--- config.mk ---
export PLATFORM = sky130hd
export DESIGN_NAME = if_mem_arbiter
export DESIGN_NICKNAME = d
export VERILOG_FILES = /design/src/rtl/if_mem_arbiter_pkg.sv /design/src/rtl/if_mem_arb_fwd_mux.sv /design/src/rtl/if_mem_arbiter.sv
export SDC_FILE = /design/constraint.sdc
export NUM_CORES = 1
export LEC_CHECK = 0
export CORE_AREA = 10 10 200 202
export DETAILED_ROUTE_END_ITERATION = 6
export DIE_AREA = 0 0 210 212
export GPL_ROUTABILITY_DRIVEN = 0
export GPL_TIMING_DRIVEN = 0
export HOLD_SLACK_MARGIN = 0.02
export SETUP_SLACK_MARGIN = 0.1
export SLEW_MARGIN = 5
export SYNTH_ARGS = -nofsm -noshare
export SYNTH_HDL_FRONTEND = slang
export SYNTH_HIERARCHICAL = 1
export SYNTH_SLANG_ARGS = --single-unit
--- constraint.sdc ---
create_clock -name clk -period 3.8 [get_ports clk]
set_input_delay 0.76 -clock clk [delete_from_list [all_inputs] [get_ports clk]]
set_output_delay 0.76 -clock clk [all_outputs]
set_load 0.005 [all_outputs]
--- src/rtl/if_mem_arbiter_pkg.sv ---
// Shared types and bus widths for the IF/MEM memory-port arbiter.
package if_mem_arbiter_pkg;

  localparam int DATA_BUS      = 64;
  localparam int DATA_ADDR_BUS = 64;
  localparam int DATA_BUS_SIZE = 2;

  typedef enum logic [1:0] {
    ARB_IDLE    = 2'b00,
    ARB_GNT_IF  = 2'b01,
    ARB_GNT_MEM = 2'b10
  } arb_state_e;

endpackage

--- src/rtl/if_mem_arb_fwd_mux.sv ---
// Combinational request/response steering between the two requesters and the
// shared bus, keyed by the current grant.
module if_mem_arb_fwd_mux
  import if_mem_arbiter_pkg::*;
(
  input  logic                     gnt_if,
  input  logic                     gnt_mem,
  input  logic [DATA_ADDR_BUS-1:0] if_addr,
  input  logic [DATA_BUS_SIZE-1:0] if_size,
  output logic                     if_ready,
  output logic [DATA_BUS-1:0]      if_data_read,
  output logic [1:0]               if_resp,
  input  logic [DATA_BUS-1:0]      mem_data_write,
  input  logic [DATA_ADDR_BUS-1:0] mem_addr,
  input  logic [DATA_BUS_SIZE-1:0] mem_size,
  input  logic                     mem_req,
  output logic                     mem_ready,
  output logic [DATA_BUS-1:0]      mem_data_read,
  output logic [1:0]               mem_resp,
  output logic                     bus_valid,
  input  logic                     bus_ready,
  input  logic [DATA_BUS-1:0]      bus_data_read,
  output logic [DATA_BUS-1:0]      bus_data_write,
  output logic [DATA_ADDR_BUS-1:0] bus_addr,
  output logic [DATA_BUS_SIZE-1:0] bus_size,
  input  logic [1:0]               bus_resp,
  output logic                     bus_req
);

  always_comb begin
    if_ready       = 1'b0;
    if_data_read   = '0;
    if_resp        = '0;
    mem_ready      = 1'b0;
    mem_data_read  = '0;
    mem_resp       = '0;
    bus_valid      = 1'b0;
    bus_data_write = '0;
    bus_addr       = '0;
    bus_size       = '0;
    bus_req        = 1'b0;
    if (gnt_if) begin
      bus_valid = 1'b1;
      bus_addr  = if_addr;
      bus_size  = if_size;
      // Read data and response only leave the arbiter on the completion pulse.
      if (bus_ready) begin
        if_ready     = 1'b1;
        if_data_read = bus_data_read;
        if_resp      = bus_resp;
      end
    end else if (gnt_mem) begin
      bus_valid      = 1'b1;
      bus_addr       = mem_addr;
      bus_size       = mem_size;
      bus_data_write = mem_data_write;
      bus_req        = mem_req;
      if (bus_ready) begin
        mem_ready     = 1'b1;
        mem_data_read = bus_data_read;
        mem_resp      = bus_resp;
      end
    end
  end

endmodule

--- src/rtl/if_mem_arbiter.sv ---
// Arbiter sharing the core memory port between IF (read-only) and MEM (r/w).
// Optional completion counters are enabled with IF_MEM_ARB_PERF_EN.
module if_mem_arbiter
  import if_mem_arbiter_pkg::*;
#(
  parameter int MEM_BURST_MAX = 4
) (
  input  logic                     clk,
  input  logic                     rst,
  input  logic                     if_mem_arb_if_valid_i,
  output logic                     if_mem_arb_if_ready_o,
  output logic [DATA_BUS-1:0]      if_mem_arb_if_data_read_o,
  input  logic [DATA_ADDR_BUS-1:0] if_mem_arb_if_addr_i,
  input  logic [DATA_BUS_SIZE-1:0] if_mem_arb_if_size_i,
  output logic [1:0]               if_mem_arb_if_resp_o,
  input  logic                     if_mem_arb_mem_valid_i,
  output logic                     if_mem_arb_mem_ready_o,
  output logic [DATA_BUS-1:0]      if_mem_arb_mem_data_read_o,
  input  logic [DATA_BUS-1:0]      if_mem_arb_mem_data_write_i,
  input  logic [DATA_ADDR_BUS-1:0] if_mem_arb_mem_addr_i,
  input  logic [DATA_BUS_SIZE-1:0] if_mem_arb_mem_size_i,
  output logic [1:0]               if_mem_arb_mem_resp_o,
  input  logic                     if_mem_arb_mem_req_i,
  output logic                     if_mem_arb_bus_valid_o,
  input  logic                     if_mem_arb_bus_ready_i,
  input  logic [DATA_BUS-1:0]      if_mem_arb_bus_data_read_i,
  output logic [DATA_BUS-1:0]      if_mem_arb_bus_data_write_o,
  output logic [DATA_ADDR_BUS-1:0] if_mem_arb_bus_addr_o,
  output logic [DATA_BUS_SIZE-1:0] if_mem_arb_bus_size_o,
  input  logic [1:0]               if_mem_arb_bus_resp_i,
`ifdef IF_MEM_ARB_PERF_EN
  output logic [63:0]              if_mem_arb_if_gnt_cnt_o,
  output logic [63:0]              if_mem_arb_mem_gnt_cnt_o,
`endif
  output logic                     if_mem_arb_bus_req_o
);

  localparam logic [3:0] BURST_MAX = 4'(MEM_BURST_MAX);

  arb_state_e state_reg, state_next;
  logic [3:0] cnt_reg, cnt_next;
  logic       if_starved;

  assign if_starved = if_mem_arb_if_valid_i && (cnt_reg == BURST_MAX);

  always_ff @(posedge clk) begin
    if (rst) begin
      state_reg <= ARB_IDLE;
      cnt_reg   <= '0;
    end else begin
      state_reg <= state_next;
      cnt_reg   <= cnt_next;
    end
  end

  always_comb begin
    state_next = state_reg;
    cnt_next   = cnt_reg;
    case (state_reg)
      ARB_IDLE: begin
        if (if_mem_arb_mem_valid_i && !if_starved) begin
          state_next = ARB_GNT_MEM;
          // Count only MEM grants that IF actually had to wait through.
          if (!if_mem_arb_if_valid_i)  cnt_next = '0;
          else if (cnt_reg != BURST_MAX) cnt_next = cnt_reg + 4'd1;
        end else if (if_mem_arb_if_valid_i) begin
          state_next = ARB_GNT_IF;
          cnt_next   = '0;
        end
      end
      ARB_GNT_IF, ARB_GNT_MEM: begin
        if (if_mem_arb_bus_ready_i) state_next = ARB_IDLE;
      end
      default: state_next = ARB_IDLE;
    endcase
  end

  if_mem_arb_fwd_mux u_fwd_mux (
    .gnt_if         (state_reg == ARB_GNT_IF),
    .gnt_mem        (state_reg == ARB_GNT_MEM),
    .if_addr        (if_mem_arb_if_addr_i),
    .if_size        (if_mem_arb_if_size_i),
    .if_ready       (if_mem_arb_if_ready_o),
    .if_data_read   (if_mem_arb_if_data_read_o),
    .if_resp        (if_mem_arb_if_resp_o),
    .mem_data_write (if_mem_arb_mem_data_write_i),
    .mem_addr       (if_mem_arb_mem_addr_i),
    .mem_size       (if_mem_arb_mem_size_i),
    .mem_req        (if_mem_arb_mem_req_i),
    .mem_ready      (if_mem_arb_mem_ready_o),
    .mem_data_read  (if_mem_arb_mem_data_read_o),
    .mem_resp       (if_mem_arb_mem_resp_o),
    .bus_valid      (if_mem_arb_bus_valid_o),
    .bus_ready      (if_mem_arb_bus_ready_i),
    .bus_data_read  (if_mem_arb_bus_data_read_i),
    .bus_data_write (if_mem_arb_bus_data_write_o),
    .bus_addr       (if_mem_arb_bus_addr_o),
    .bus_size       (if_mem_arb_bus_size_o),
    .bus_resp       (if_mem_arb_bus_resp_i),
    .bus_req        (if_mem_arb_bus_req_o)
  );

`ifdef IF_MEM_ARB_PERF_EN
  logic [63:0] if_gnt_cnt_reg, mem_gnt_cnt_reg;

  always_ff @(posedge clk) begin
    if (rst) begin
      if_gnt_cnt_reg  <= '0;
      mem_gnt_cnt_reg <= '0;
    end else begin
      if (if_mem_arb_if_ready_o)  if_gnt_cnt_reg  <= if_gnt_cnt_reg + 64'd1;
      if (if_mem_arb_mem_ready_o) mem_gnt_cnt_reg <= mem_gnt_cnt_reg + 64'd1;
    end
  end

  assign if_mem_arb_if_gnt_cnt_o  = if_gnt_cnt_reg;
  assign if_mem_arb_mem_gnt_cnt_o = mem_gnt_cnt_reg;
`endif

endmodule

==> summary.md <==
| Metric | Value |
|---|---|
| Count of cell types in the netlist | `34` |
| YS warnings | `6` |
| CP cell instances | `dlygate4sd2_1, buf_2, clkbuf_1, and3_1, clkdlybuf4s50_1` |
| H-Tree Depth | `1` |
| Gr busiest metal | `met2` |
| Vias in the first global route | `5429` |
| Num CTS Buffers | `3` |
| DP Cell Count | `1362` |
| Core Box Area | `0.0361 mm^2` |
| Iter 0 DRT Violations | `300` |
| Synth top cells by count | `and3_1 (133), and2_1 (67), a22o_1 (66), clkbuf_1 (25), buf_6 (15)` |
| Hold Slack | `0.492 ns` |
| Syn Nets | `634` |
| Total grt overflow | `0` |
| Tot GR Track Use | `0.131` |
| Top-level I/O count | `534` |
| Site Rows | `70` |
| Clock Path Buffers | `2` |
| Synth Flop Type | `dfxtp_1` |
| CTS tree | `yes` |
| Initial antenna violation count | `8` |
| First-pass GRT wire length | `42.7 mm` |
| Startpoint Class | `input port` |
| Setup WS pre-CTS | `-0.253 ns` |
| Skew final | `0.000722 ns` |
| Largest register FFs | `4` |
| Antenna-violating nets left | `0` |
| Crit Path Class | `in2out` |
| Most common cell in the netlist | `and3_1` |
| Syn Inst Count | `361` |
| CP peak stage delay | `0.54 ns` |
| Endpoints failing hold | `0` |
| Final setup viols | `0` |
| Slowest CP cell | `clkdlybuf4s50_1` |
| HPWL Detailed | `29.4 mm` |
| Synth area leaders | `and3_1 (32%), a22o_1 (23%), and2_1 (16%)` |
| Max-slew headroom | `0.603` |
| Via count | `5148` |
| Number of max-cap violations | `0` |
| PD cells | `163 mW/mm^2` |
| Min Clock Period, post-route | `3.47 ns` |
| GR Layer Usage met2 | `0.232` |
| Layout overhead on the synthesized area | `235%` |
| EDFF count, synth | `0` |
| Crit path DAT | `2.71 ns` |
| DR WL/cell | `23.5 um` |
| Worst-case reg-to-reg path depth | `5` |
| Multi-input gate area | `0.00208 mm^2` |
| Post-CTS resize count | `2` |
| Worst skew pair latency | `0.23 ns` |
| Final Power | `1.40 mW` |
| CP Max Fanout | `10` |
| Avg Inst Size Synth | `7.10 um^2` |
| Period utilisation layout | `0.914` |
| Register area | `120 um^2` |
| Worst VDD drop | `0.000103 V` |
| Post-synth top area cell | `and3_1` |
| Hold Crit Class | `reg2reg` |
| Final setup margin | `0.326 ns` |
| FFs w/ async S/R, synth | `0` |
| Met3 Resource Use GR | `0.0603` |
| Fillers | `3962` |
| Worst-margin pin slew | `0.595 ns` |
| Outcome | `finished, final reports clean` |
| Die height | `212 um` |
| CTS clk-pin slew, worst paths | `0.03 ns` |
| Mapped Area | `0.00256 mm^2` |
| Worst Setup End Kind | `output pin` |
| RSZ-0062 raised after global routing | `false` |
| Post-route insts no fill | `1371` |
| Root buf cell | `clkbuf_16` |
| Port buffer count | `533` |
| Largest net degree at the start of global routing | `11` |
| Clock Sinks | `6` |
| Sum Neg Setup Slack | `0 ns` |
| Total leakage power | `3.56 nW` |
| Pre-Repair DR Iteration Count | `4` |
| Layout cells sized above 1 | `0.0401` |
| Final net count | `1172` |
| Post-synthesis register bit count | `6` |
| Final slew viol count | `0` |
| CP required | `3.04 ns` |
| Postcts setup bufs | `0` |
| Horiz. Die Dim | `210 um` |
| WHS Path Cells | `2` |
| DRC | `0` |
| Die area | `0.0445 mm^2` |
| GRT met1 Usage | `0.138` |
| Area share of the largest cell type after synthesis | `0.325` |
| Initial Util | `0.0710` |
| Sequential cell area fraction in the yosys report | `0.0469` |
| Post-CTS Hold Buffers | `0` |
| Maximum clock rate | `288 MHz` |
| Drt via density | `3.75` |
| Detailed Route WL | `32.2 mm` |
## cells in the final DEF (no fill, tap or decap), drive strengths merged, types with 2 or more instances in the layout
cell type      instances
diode                  6
and3                 134
dfxtp                  6
a21oi                  3
clkdlybuf4s50        532
a22o                  66
nand3b                 2
nor2                   2
clkbuf                34
nor2b                  2
o21ai                  2
buf                   20
nand2                  2
nand4b                 2
inv                    6
and2                  67
ha                     5
## worst paths after layout
| path | start | end | slack (ns) |
|---|---|---|---|
| setup / recovery | if_mem_arb_bus_ready_i | if_mem_arb_if_data_read_o[30] | 0.33 |
| hold / removal | cnt_reg[0]$_SDFFE_PP0P_ | cnt_reg[0]$_SDFFE_PP0P_ | 0.49 |
| setup reg to reg | state_reg[0]$_SDFFE_PP0P_ | state_reg[1]$_SDFFE_PP0P_ | 2.38 |
| hold reg to reg | cnt_reg[0]$_SDFFE_PP0P_ | cnt_reg[0]$_SDFFE_PP0P_ | 0.49 |
## through the flow
stage / area [um^2] / util
after global placement: 8480 / 0.235
final: 8570 / 0.238
after global routing: 8570 / 0.238
after floorplan: 2560 / -
after CTS: 8560 / 0.237
after detailed placement: 8480 / 0.235
## where the power goes
part	internal (mW)	leakage, nW	switching, mW
registers	0.0670	0.0488	0.00260
logic	0.721	3.47	0.440
clock network	0.135	0.0370	0.0336
total	0.922	3.56	0.476
## worst max-delay path, delay by kind of cell
kind	cells	cell delay, ns
simple gates	1	0.23
buf+inv	4	1.72
## routing by layer
metal / part of all wire / wire length, um / vias to the layer above
met2: 0.51 / 16500 / 340
met1: 0.35 / 11300 / 2371
met5: 0 / 0 / -
met4: 0.013 / 412 / 0
li1: - / - / 2419
met3: 0.12 / 4010 / 18
## logic make-up (layout without fill, tap and decap cells)
family,Yosys count,count (layout),share of synthesized area
flip-flops,6,6,0.0469
buffers and inverters,57,593,0.140
AND/OR/NAND/NOR,217,217,0.532
other,0,6,0
adder cells (fa/ha/maj),5,5,0.0244
AO/OA/AOI/OAI,76,76,0.257
## area by class of cell
cell class / count / share of cell area
diodes: 6 / 0.00175
plain buffers: 51 / 0.0393
clock buffers: 3 / 0.00876
multi-input cells: 298 / 0.243
repair buffers: 533 / 0.622
inverters: 6 / 0.00263
well taps: 468 / 0.0683
flip-flops and latches: 6 / 0.0140
(Power assumes the default switching activity.)
